**src/rtl/spgd_sequencer.sv**
```systemverilog
// spgd_sequencer: SPGD iteration sequencer (J+ measure -> J- measure -> U update -> RNG perturb).
// Optional ADC_DONE watchdog is built when SPGD_SEQ_ADC_TIMEOUT_EN is defined.
module spgd_sequencer #(
  parameter int COUNT_WIDTH = 32,
  parameter int ITER_WIDTH  = 32,
  parameter int ADC_TIME    = 1036,
  parameter int MATH_TIME   = 10,
  parameter int UPDATE_TIME = 40,
  parameter int RNG_TIME    = 100,
  parameter int TIMEOUT     = 4096
) (
  input  logic                   i_adc_clk,
  input  logic                   i_rst_n,
  input  logic                   i_fsm_en,
  input  logic                   i_mode,
  input  logic                   i_ext_trig,
  input  logic                   i_adc_done,
  input  logic [COUNT_WIDTH-1:0] i_j_time,
  input  logic [ITER_WIDTH-1:0]  i_iter_limit,
  output logic                   o_adc_en,
  output logic                   o_reg_rst,
  output logic                   o_rng_clk,
  output logic                   o_j_p_wrt,
  output logic                   o_j_m_wrt,
  output logic                   o_u_wrt,
  output logic                   o_delta_u_wrt,
  output logic [1:0]             o_dac_sel,
  output logic [3:0]             o_fsm_state,
  output logic [ITER_WIDTH-1:0]  o_iter_count,
  output logic                   o_done,
  output logic                   o_err
);

  localparam int DW = COUNT_WIDTH + 2;

  typedef enum logic [3:0] {
    S_STOP   = 4'd0,  S_WAIT_A = 4'd1,  S_ADC_A = 4'd2,  S_MATH_A = 4'd3,
    S_JP_WR  = 4'd4,  S_WAIT_B = 4'd5,  S_ADC_B = 4'd6,  S_MATH_B = 4'd7,
    S_JM_WR  = 4'd8,  S_MATH_C = 4'd9,  S_U_WR  = 4'd10, S_RNG    = 4'd11,
    S_DU_WR  = 4'd12, S_WAIT_C = 4'd13, S_DONE  = 4'd14, S_ERR    = 4'd15
  } state_t;

  state_t                  r_state;
  state_t                  w_next;
  logic [COUNT_WIDTH-1:0]  r_cnt;
  logic [COUNT_WIDTH-1:0]  w_load;
  logic                    w_cnt_zero;
  logic                    r_ext;
  logic [2:0]              r_sync;
  logic                    r_edge;
  logic [ITER_WIDTH-1:0]   r_iter;
  logic [ITER_WIDTH-1:0]   w_iter_inc;
  logic signed [DW-1:0]    w_j_ext;
  logic signed [DW-1:0]    w_dur_a;
  logic signed [DW-1:0]    w_dur_b;
  logic signed [DW-1:0]    w_dur_c;
  logic                    r_adc_en;
  logic                    r_reg_rst;
  logic                    r_rng_clk;
  logic                    r_j_p_wrt;
  logic                    r_j_m_wrt;
  logic                    r_u_wrt;
  logic                    r_du_wrt;
  logic [1:0]              r_dac_sel;
  logic                    r_done;

  // Duration N -> counter preload N-1, clamped so N lands in [1, 2^COUNT_WIDTH].
  function automatic logic [COUNT_WIDTH-1:0] f_load(input logic signed [DW-1:0] dur);
    logic signed [DW-1:0] v;
    v = dur - DW'(1);
    if (v[DW-1])                     return '0;
    else if (|v[DW-2:COUNT_WIDTH])   return '1;
    else                             return v[COUNT_WIDTH-1:0];
  endfunction

  assign w_j_ext    = $signed({2'b00, i_j_time});
  assign w_dur_a    = w_j_ext - DW'(ADC_TIME);
  assign w_dur_b    = w_j_ext - DW'(ADC_TIME) - DW'(UPDATE_TIME);
  assign w_dur_c    = (w_j_ext <<< 1) - DW'(RNG_TIME);
  assign w_cnt_zero = (r_cnt == '0);
  assign w_iter_inc = r_iter + ITER_WIDTH'(1);

  always_comb begin
    w_next = r_state;
    case (r_state)
      S_STOP:   w_next = S_WAIT_A;
      S_WAIT_A: if (r_ext ? r_edge : w_cnt_zero) w_next = S_ADC_A;
      S_ADC_A: begin
        if (i_adc_done) w_next = S_MATH_A;
`ifdef SPGD_SEQ_ADC_TIMEOUT_EN
        else if (w_cnt_zero) w_next = S_ERR;
`endif
      end
      S_MATH_A: if (w_cnt_zero) w_next = S_JP_WR;
      S_JP_WR:  w_next = S_WAIT_B;
      S_WAIT_B: if (r_ext ? r_edge : w_cnt_zero) w_next = S_ADC_B;
      S_ADC_B: begin
        if (i_adc_done) w_next = S_MATH_B;
`ifdef SPGD_SEQ_ADC_TIMEOUT_EN
        else if (w_cnt_zero) w_next = S_ERR;
`endif
      end
      S_MATH_B: if (w_cnt_zero) w_next = S_JM_WR;
      S_JM_WR:  w_next = S_MATH_C;
      S_MATH_C: if (w_cnt_zero) w_next = S_U_WR;
      S_U_WR:   w_next = S_RNG;
      S_RNG:    if (w_cnt_zero) w_next = S_DU_WR;
      S_DU_WR:  w_next = ((i_iter_limit != '0) && (w_iter_inc == i_iter_limit)) ? S_DONE : S_WAIT_C;
      S_WAIT_C: if (w_cnt_zero) w_next = S_WAIT_A;
      S_DONE:   w_next = S_DONE;
      S_ERR:    w_next = S_ERR;
      default:  w_next = S_STOP;
    endcase
    if (!i_fsm_en) w_next = S_STOP;
  end

  always_comb begin
    w_load = '0;
    case (w_next)
      S_WAIT_A:         w_load = i_mode ? '0 : f_load(w_dur_a);
      S_WAIT_B:         w_load = i_mode ? '0 : f_load(w_dur_b);
      S_WAIT_C:         w_load = i_mode ? '0 : f_load(w_dur_c);
      S_ADC_A, S_ADC_B: w_load = COUNT_WIDTH'(TIMEOUT - 1);
      S_MATH_A, S_MATH_B: w_load = COUNT_WIDTH'(MATH_TIME - 1);
      S_MATH_C:         w_load = COUNT_WIDTH'(UPDATE_TIME - 1);
      S_RNG:            w_load = COUNT_WIDTH'(RNG_TIME - 1);
      default:          w_load = '0;
    endcase
  end

  always_ff @(posedge i_adc_clk or negedge i_rst_n) begin
    if (!i_rst_n) begin
      r_state <= S_STOP;
      r_cnt   <= '0;
      r_ext   <= 1'b0;
      r_sync  <= '0;
      r_edge  <= 1'b0;
      r_iter  <= '0;
    end else begin
      r_state <= w_next;
      r_sync  <= {r_sync[1:0], i_ext_trig};
      // Registered edge: a WAIT exits 3 cycles after the trigger is first sampled.
      r_edge  <= r_sync[1] & ~r_sync[2];
      if (w_next != r_state) r_cnt <= w_load;
      else if (!w_cnt_zero)  r_cnt <= r_cnt - COUNT_WIDTH'(1);
      if ((w_next != r_state) && (w_next inside {S_WAIT_A, S_WAIT_B, S_WAIT_C}))
        r_ext <= i_mode;
      if (w_next == S_STOP)       r_iter <= '0;
      else if (r_state == S_DU_WR) r_iter <= w_iter_inc;
    end
  end

  always_ff @(posedge i_adc_clk or negedge i_rst_n) begin
    if (!i_rst_n) begin
      r_adc_en  <= 1'b0;
      r_reg_rst <= 1'b1;
      r_rng_clk <= 1'b0;
      r_j_p_wrt <= 1'b0;
      r_j_m_wrt <= 1'b0;
      r_u_wrt   <= 1'b0;
      r_du_wrt  <= 1'b0;
      r_dac_sel <= 2'b00;
      r_done    <= 1'b0;
    end else begin
      r_adc_en  <= w_next inside {S_ADC_A, S_MATH_A, S_JP_WR, S_ADC_B, S_MATH_B, S_JM_WR};
      r_reg_rst <= (w_next == S_STOP);
      r_rng_clk <= ((r_state == S_RNG) && (w_next == S_RNG)) ? ~r_rng_clk : 1'b0;
      r_j_p_wrt <= (w_next == S_JP_WR);
      r_j_m_wrt <= (w_next == S_JM_WR);
      r_u_wrt   <= (w_next == S_U_WR);
      r_du_wrt  <= (w_next == S_DU_WR);
      r_done    <= (w_next == S_DONE);
      if (w_next inside {[S_WAIT_A:S_JP_WR]})      r_dac_sel <= 2'b01;
      else if (w_next inside {[S_WAIT_B:S_U_WR]})  r_dac_sel <= 2'b10;
      else if (w_next inside {[S_RNG:S_WAIT_C]})   r_dac_sel <= 2'b11;
      else                                         r_dac_sel <= 2'b00;
    end
  end

`ifdef SPGD_SEQ_ADC_TIMEOUT_EN
  logic r_err;
  always_ff @(posedge i_adc_clk or negedge i_rst_n) begin
    if (!i_rst_n) r_err <= 1'b0;
    else          r_err <= (w_next == S_ERR);
  end
  assign o_err = r_err;
`else
  assign o_err = 1'b0;
`endif

  assign o_adc_en      = r_adc_en;
  assign o_reg_rst     = r_reg_rst;
  assign o_rng_clk     = r_rng_clk;
  assign o_j_p_wrt     = r_j_p_wrt;
  assign o_j_m_wrt     = r_j_m_wrt;
  assign o_u_wrt       = r_u_wrt;
  assign o_delta_u_wrt = r_du_wrt;
  assign o_dac_sel     = r_dac_sel;
  assign o_fsm_state   = r_state;
  assign o_iter_count  = r_iter;
  assign o_done        = r_done;

endmodule
```
**config.mk**
```make
export PLATFORM = sky130hd
export DESIGN_NAME = spgd_sequencer
export DESIGN_NICKNAME = d
export VERILOG_FILES = /design/src/rtl/spgd_sequencer.sv
export SDC_FILE = /design/constraint.sdc
export NUM_CORES = 1
export LEC_CHECK = 0
export CAP_MARGIN = 20
export CORE_MARGIN = 4
export CORE_UTILIZATION = 35
export DETAILED_ROUTE_END_ITERATION = 10
export GPL_TIMING_DRIVEN = 0
export PLACE_DENSITY_LB_ADDON = 0.25
export SKIP_LAST_GASP = 1
export SYNTH_ARGS = -nofsm -noshare
export SYNTH_HDL_FRONTEND = slang
export SYNTH_SLANG_ARGS = --single-unit
```
**constraint.sdc**
```tcl
create_clock -name i_adc_clk -period 3.8 [get_ports i_adc_clk]
set_input_delay 0.38 -clock i_adc_clk [delete_from_list [all_inputs] [get_ports i_adc_clk]]
set_output_delay 0.38 -clock i_adc_clk [all_outputs]
set_load 0.01 [all_outputs]
```
-- Word-level counts from Yosys, hierarchy flattened
Cells that the tools add are included.
- add/subtract/negate cells: 8
- order comparisons: 6
- equality and inequality tests: 32
- mux-type cells: 31
- bitwise logic cells: 3
- reduce and logical (&&, ||, !) cells: 15
- operators with widths (cell ; count):
    $mux 32 ; 13
    $pmux 32 s7 ; 1
    $sub 33x7->34 const B ; 2
    $sub 34x2->34 const B ; 2
    $pmux 4 s16 ; 1
    $eq 4x4->1 const B ; 15
    $mux 4 ; 10
    $sub 33x2->34 const B ; 1
    $sub 32x11->33 const B ; 1
    $add 32x1->32 const B ; 1
    $eq 32x32->1 ; 1
    $eq 4x3->1 const B ; 8
    $logic_not 32->1 ; 1
    $reduce_bool 32->1 ; 1
    $sub 32x1->32 const B ; 1
    $eq 4x2->1 const B ; 4
    $eq 4x1->1 const B ; 2
    $le 4x4->1 const B ; 2
    $logic_not 4->1 ; 2
    $mux 2 ; 4
    $logic_and 1x1->1 ; 6
    $reduce_bool 6->1 ; 1
    $ge 4x1->1 const B ; 1
    $ge 4x3->1 const B ; 1
    other kinds (10) ; 13
- register bits after elaboration: 83
- input bits: 70
- output and inout port bits: 47
- logic and storage cells: 110

-- Logic depth before layout (Yosys ltp)
- depth after elaboration: 11
- mapped depth: 17

-- Worst setup path after synthesis
Ideal clock, no wire load.
- path type: input-to-reg
- from: in i_j_time[6]
- to: reg r_cnt[6]
- setup time: 138 ps
- arrival time: 3644 ps
- data required time: 3662 ps
- setup slack: 18 ps
- stages on the path: 13
- path buffers: 2
- cells stage by stage: buf_4 or4_4 buf_6 nor3_1 xnor2_1 nor4b_1 nand4_1 nor4_4 nor2_2 nand3_1 o22ai_1 a2111oi_2 o22ai_1
- longest elaborated chain between the ends: 8
- elaborated cells on any way between the ends: 17
- those cells by class: add/sub: 6; mux: 11
- RTL lines (element ; RTL line ; RTL):
    from (decl) ; 18 ; input logic [COUNT_WIDTH-1:0] i_j_time,
    $sub 32x11->33 ; 77, 78 ;
    $sub 33x7->34 ; 78 ; assign w_dur_b = w_j_ext - DW'(ADC_TIME) - DW'(UPDATE_TIME);
    $sub 34x2->34 ; 70 ; v = dur - DW'(1);
    $mux 32 ; 72 ; else if (|v[DW-2:COUNT_WIDTH]) return '1;
    $mux 32 ; 71 ; if (v[DW-1]) return '0;
    $mux 32 ; 121 ; S_WAIT_B: w_load = i_mode ? '0 : f_load(w_dur_b);
    $pmux 32 s7 (*) ; 119 ; case (w_next)
    $mux 32 (*) ; 144 ; if (w_next != r_state) r_cnt <= w_load;
    to (signal assigned) ; 144 ;
    to (signal assigned) ; 145 ; else if (!w_cnt_zero) r_cnt <= r_cnt - COUNT_WIDTH'(1);
    to (decl) ; 45 ; logic [COUNT_WIDTH-1:0] r_cnt;
Mark *: on every way between the ends. The rest lies on a longest branch, timed or not.
A chain may end at the register's enable or synchronous reset.

-- Worst setup path in the final report
- from: in i_j_time[6]
- to: reg r_cnt[25]
Same word-level chain as after synthesis.

==> flow_summary.ini <==
[outcome]
status = finished clean

[synthesis]
synth_area_um2 = 8830
ys_warn_count = 0
ys.flop_type = dfrtp_1
syn_nets = 1241
syn_inst = 1161
synth.yosys.seq_area_share_pct = 23.5
ys_types = 86
async_reset_ff_share_pct = 100
synth_edf_count = 0
synth.avg_cell_area_um2 = 7.61
ys_ff_latch = 83

[floorplan]
die_w_um = 167
core-area_um2 = 24600
io_pins = 117
dieArea_um2 = 27800
num_rows = 57
die_h_um = 167
start_util_pct = 35.9

[global_routing]
grt_start_max_net_pins = 72
antenna_found_initial = 0
grt_pass1_wl_um = 51100
grt_pass1_vias = 9439
grt-ovfl-total = 0
grt_usage_pct = 22.4

[power_and_ir_drop]
power_frac_comb_pct = 50.4
pwr-share-clk_pct = 21.4
p_per_area_nw_per_um2 = 352
vdd_drop_max_uv = 232
p_leak_nw = 4.45
p_sw_share_pct = 40.9
intPower_mw = 2.53
p_seq_share_pct = 28.2
p_switching_mw = 1.76

[min_path]
min_path_type = reg -> reg

[sta]
hold_viol_final = 0
finClkSkew_ns = 0.0107
timing.slew.headroom_pct = 32.0
setup_viol = 0
max_freq_mhz = 266
worstMarginPinSlew_ns = 1.01
drv_slew = 0
rsz0062_at_grt = true
min_period_ns = 3.76
min_period_over_period_pct = 98.9
fin_ws_ns = 0.0403

[worst_setup_path]
rr_endpoint = r_cnt[28]
endpoint = r_cnt[25]
slowest_delay_ns = 0.57
cp.arrival_ns = 3.98
cp-start-kind = input port
crit_path_end_kind = flip-flop
required_ns = 4.02
worstSetupPathType = in -> reg
r2r_setup_slack_ns = 0.10
reg2regPathDepth = 11
slowest_stage = or4_4
cpMostUsedCell = buf_6
reg2reg_from = r_cnt[19]
crit_start = i_j_time[6]
crit_path_cell_trace = buf_12, or4_4, o31a_1, buf_6, o31a_1, nor4_4, nand4_4, buf_6, nor4_4, buf_4, nor2_4, nand4_2, buf_6, buf_8, a21oi_1, nor3_1, o22ai_1
crit_fanout = 10

[placement]
dpl_worst_slack_ns = -1.58
hpwl_um = 24300
gp_congestion = 0.938
numPortBuffers = 100

[routing]
highest_layer = met4
ant_nets = 0
wl_per_cell_um = 19.5
dr.first_iter.drc_count = 892
wl_met1_um = 14000
wl_met3_um = 1990
met2_length_um = 15700
routed_wl_um = 32800
drc = 0
num_vias = 9819
via_per_inst = 5.84
first_pass_iters = 5

[layout]
n_fill_cell = 2376
final_cell_mix = nor2_1, xnor2_1, buf_4
synthToLayoutAreaGrowth_pct = 38.2
num_antenna_cells = 0
drive_gt1_share_pct = 23.3
nets = 1431
post-route-util_pct = 49.6
final_common_cell = nor2_1

[clock_tree]
cts_tree = done
clk_latency_ns = 0.35
cts_made_buffers = 9
clk_pin_slew_ns = 0.06
clockBufferDepth = 2
cts_root_buf = clkbuf_16
cts_num_sinks = 83
htree_levels = 3

[flow_run]
max_cap_viol_count = 0
==> worst min-delay path by stage <==
stage | startpoint | end | slack, ns | cells past startpoint
2_1_floorplan | i_rst_n | o_adc_en | 0.08 | 0
4_1_cts | r_sync[0] | r_sync[1] | 0.35 | 0
3_5_place_dp | i_rst_n | o_iter_count[3] | 0.26 | 1
6_report | r_sync[0] | r_sync[1] | 0.35 | 0
5_1_grt | r_sync[0] | r_sync[1] | 0.37 | 0
3_3_place_gp | r_sync[0] | r_sync[1] | 0.33 | 0
==> metrics by stage <==
step           hold WS (ns)  instance area [µm²]  cells  power [mW]  TNS (ns)
6_report              0.348                12200   1680        4.29         0
5_1_grt               0.375                12200   1680        4.53    -0.342
4_1_cts               0.351                11600   1644        4.10   -0.0122
3_5_place_dp          0.264                10300   1587        2.94    -45.44
3_3_place_gp          0.334                10200   1585        2.92   -118.56
2_1_floorplan        0.0844                 8830   1161        2.42         0
==> cells in the mapped netlist, drive strengths merged, types with 3 or more instances <==
cell type	number	area, µm²
nor2	131	512
xnor2	121	1060
nand2	96	360
dfrtp	82	2050
a21oi	76	380
nor3	76	380
xor2	64	561
clkbuf	53	199
nor4	51	408
nand3	41	223
o22ai	35	219
nand4	33	234
o21ai	26	130
or3	25	156
inv	22	82.6
buf	21	146
a211oi	15	113
or4	14	109
a31oi	12	75.1
and2	12	75.1
or2	12	75.1
ha	10	125
nand2b	9	56.3
o211ai	9	72.6
o31a	9	78.8
nor2b	8	50.1
o32ai	7	61.3
a22oi	6	58.8
nor3b	6	45.0
o21a	6	45.0
o31ai	6	45.0
a21boi	4	30.0
nand4b	4	50.1
nor4b	4	35.0
a2111oi	3	38.8
a211o	3	26.3
a21o	3	22.5
a22o	3	26.3
and3	3	18.8
and4	3	26.3
mux2i	3	30.0
o311ai	3	26.3
or4b	3	30.0
==> critical path: cells and delay by family <==
kind	cells	cell delay, ns
buffers and inverters	6	0.93
AOI/OAI and AO/OA	4	0.83
and+or+nand+nor	7	1.84
==> power groups by stage <==
stage                     clock (mW)  combinational [mW]  sequential [mW]
after floorplan                    0                1.24             1.17
after global placement             0                1.71             1.20
after detailed placement           0                1.73             1.21
after CTS                      0.941                1.96             1.20
after global routing           0.974                2.32             1.23
final                          0.920                2.16             1.21
==> kinds of logic (layout without fill, tap and decap cells) <==
kind of cell	count (synthesis)	count (layout)	share of synthesized area (%)
AO/OA/AOI/OAI	248	248	18.9
multiplexers	4	4	0.467
AND/OR/NAND/NOR	534	534	32.5
XOR/XNOR	185	185	18.3
flip-flops	83	83	23.5
buffers and inverters	96	291	4.84
other	1	1	0.0425
adder cells (fa/ha/maj)	10	10	1.42
==> final cells by class <==
type	instances	area [µm²]	area share [%]
Buffer	62	432	3.54
Clock buffer	10	239	1.96
Clock inverter	6	72.6	0.595
Inverter	22	82.6	0.677
Multi-Input combinational cell	982	7180	58.8
Sequential cell	83	2090	17.1
Tap cell	324	405	3.32
Timing Repair Buffer	191	1710	14.0
==> sequential cells by signal, indices dropped and copies added, names as in the netlist, 2 cells and up <==
| signal | flops |
|---|---|
| o_dac_sel | 2 |
| o_fsm_state | 4 |
| o_iter_count | 32 |
| r_cnt | 32 |
| r_sync | 3 |
==> routing by layer <==
metal,GRT usage (%),up-vias
met5,0,-
met4,7.22,0
met3,3.06,92
met2,37.7,381
met1,29.9,4733
li1,-,4613
==> what timing repair did <==
| item | in CTS | in global routing |
|---|---|---|
| setup endpoints to repair | 40 | 33 |
| hold buffers | 1 | 0 |
| buffers inserted | 44 | 43 |
| pin swaps | 39 | 49 |
| gates resized for setup | 148 | 121 |
| hold endpoints to repair | 12 | 0 |
| cloned | 0 | 1 |
Power figures use the tool's default switching activity.
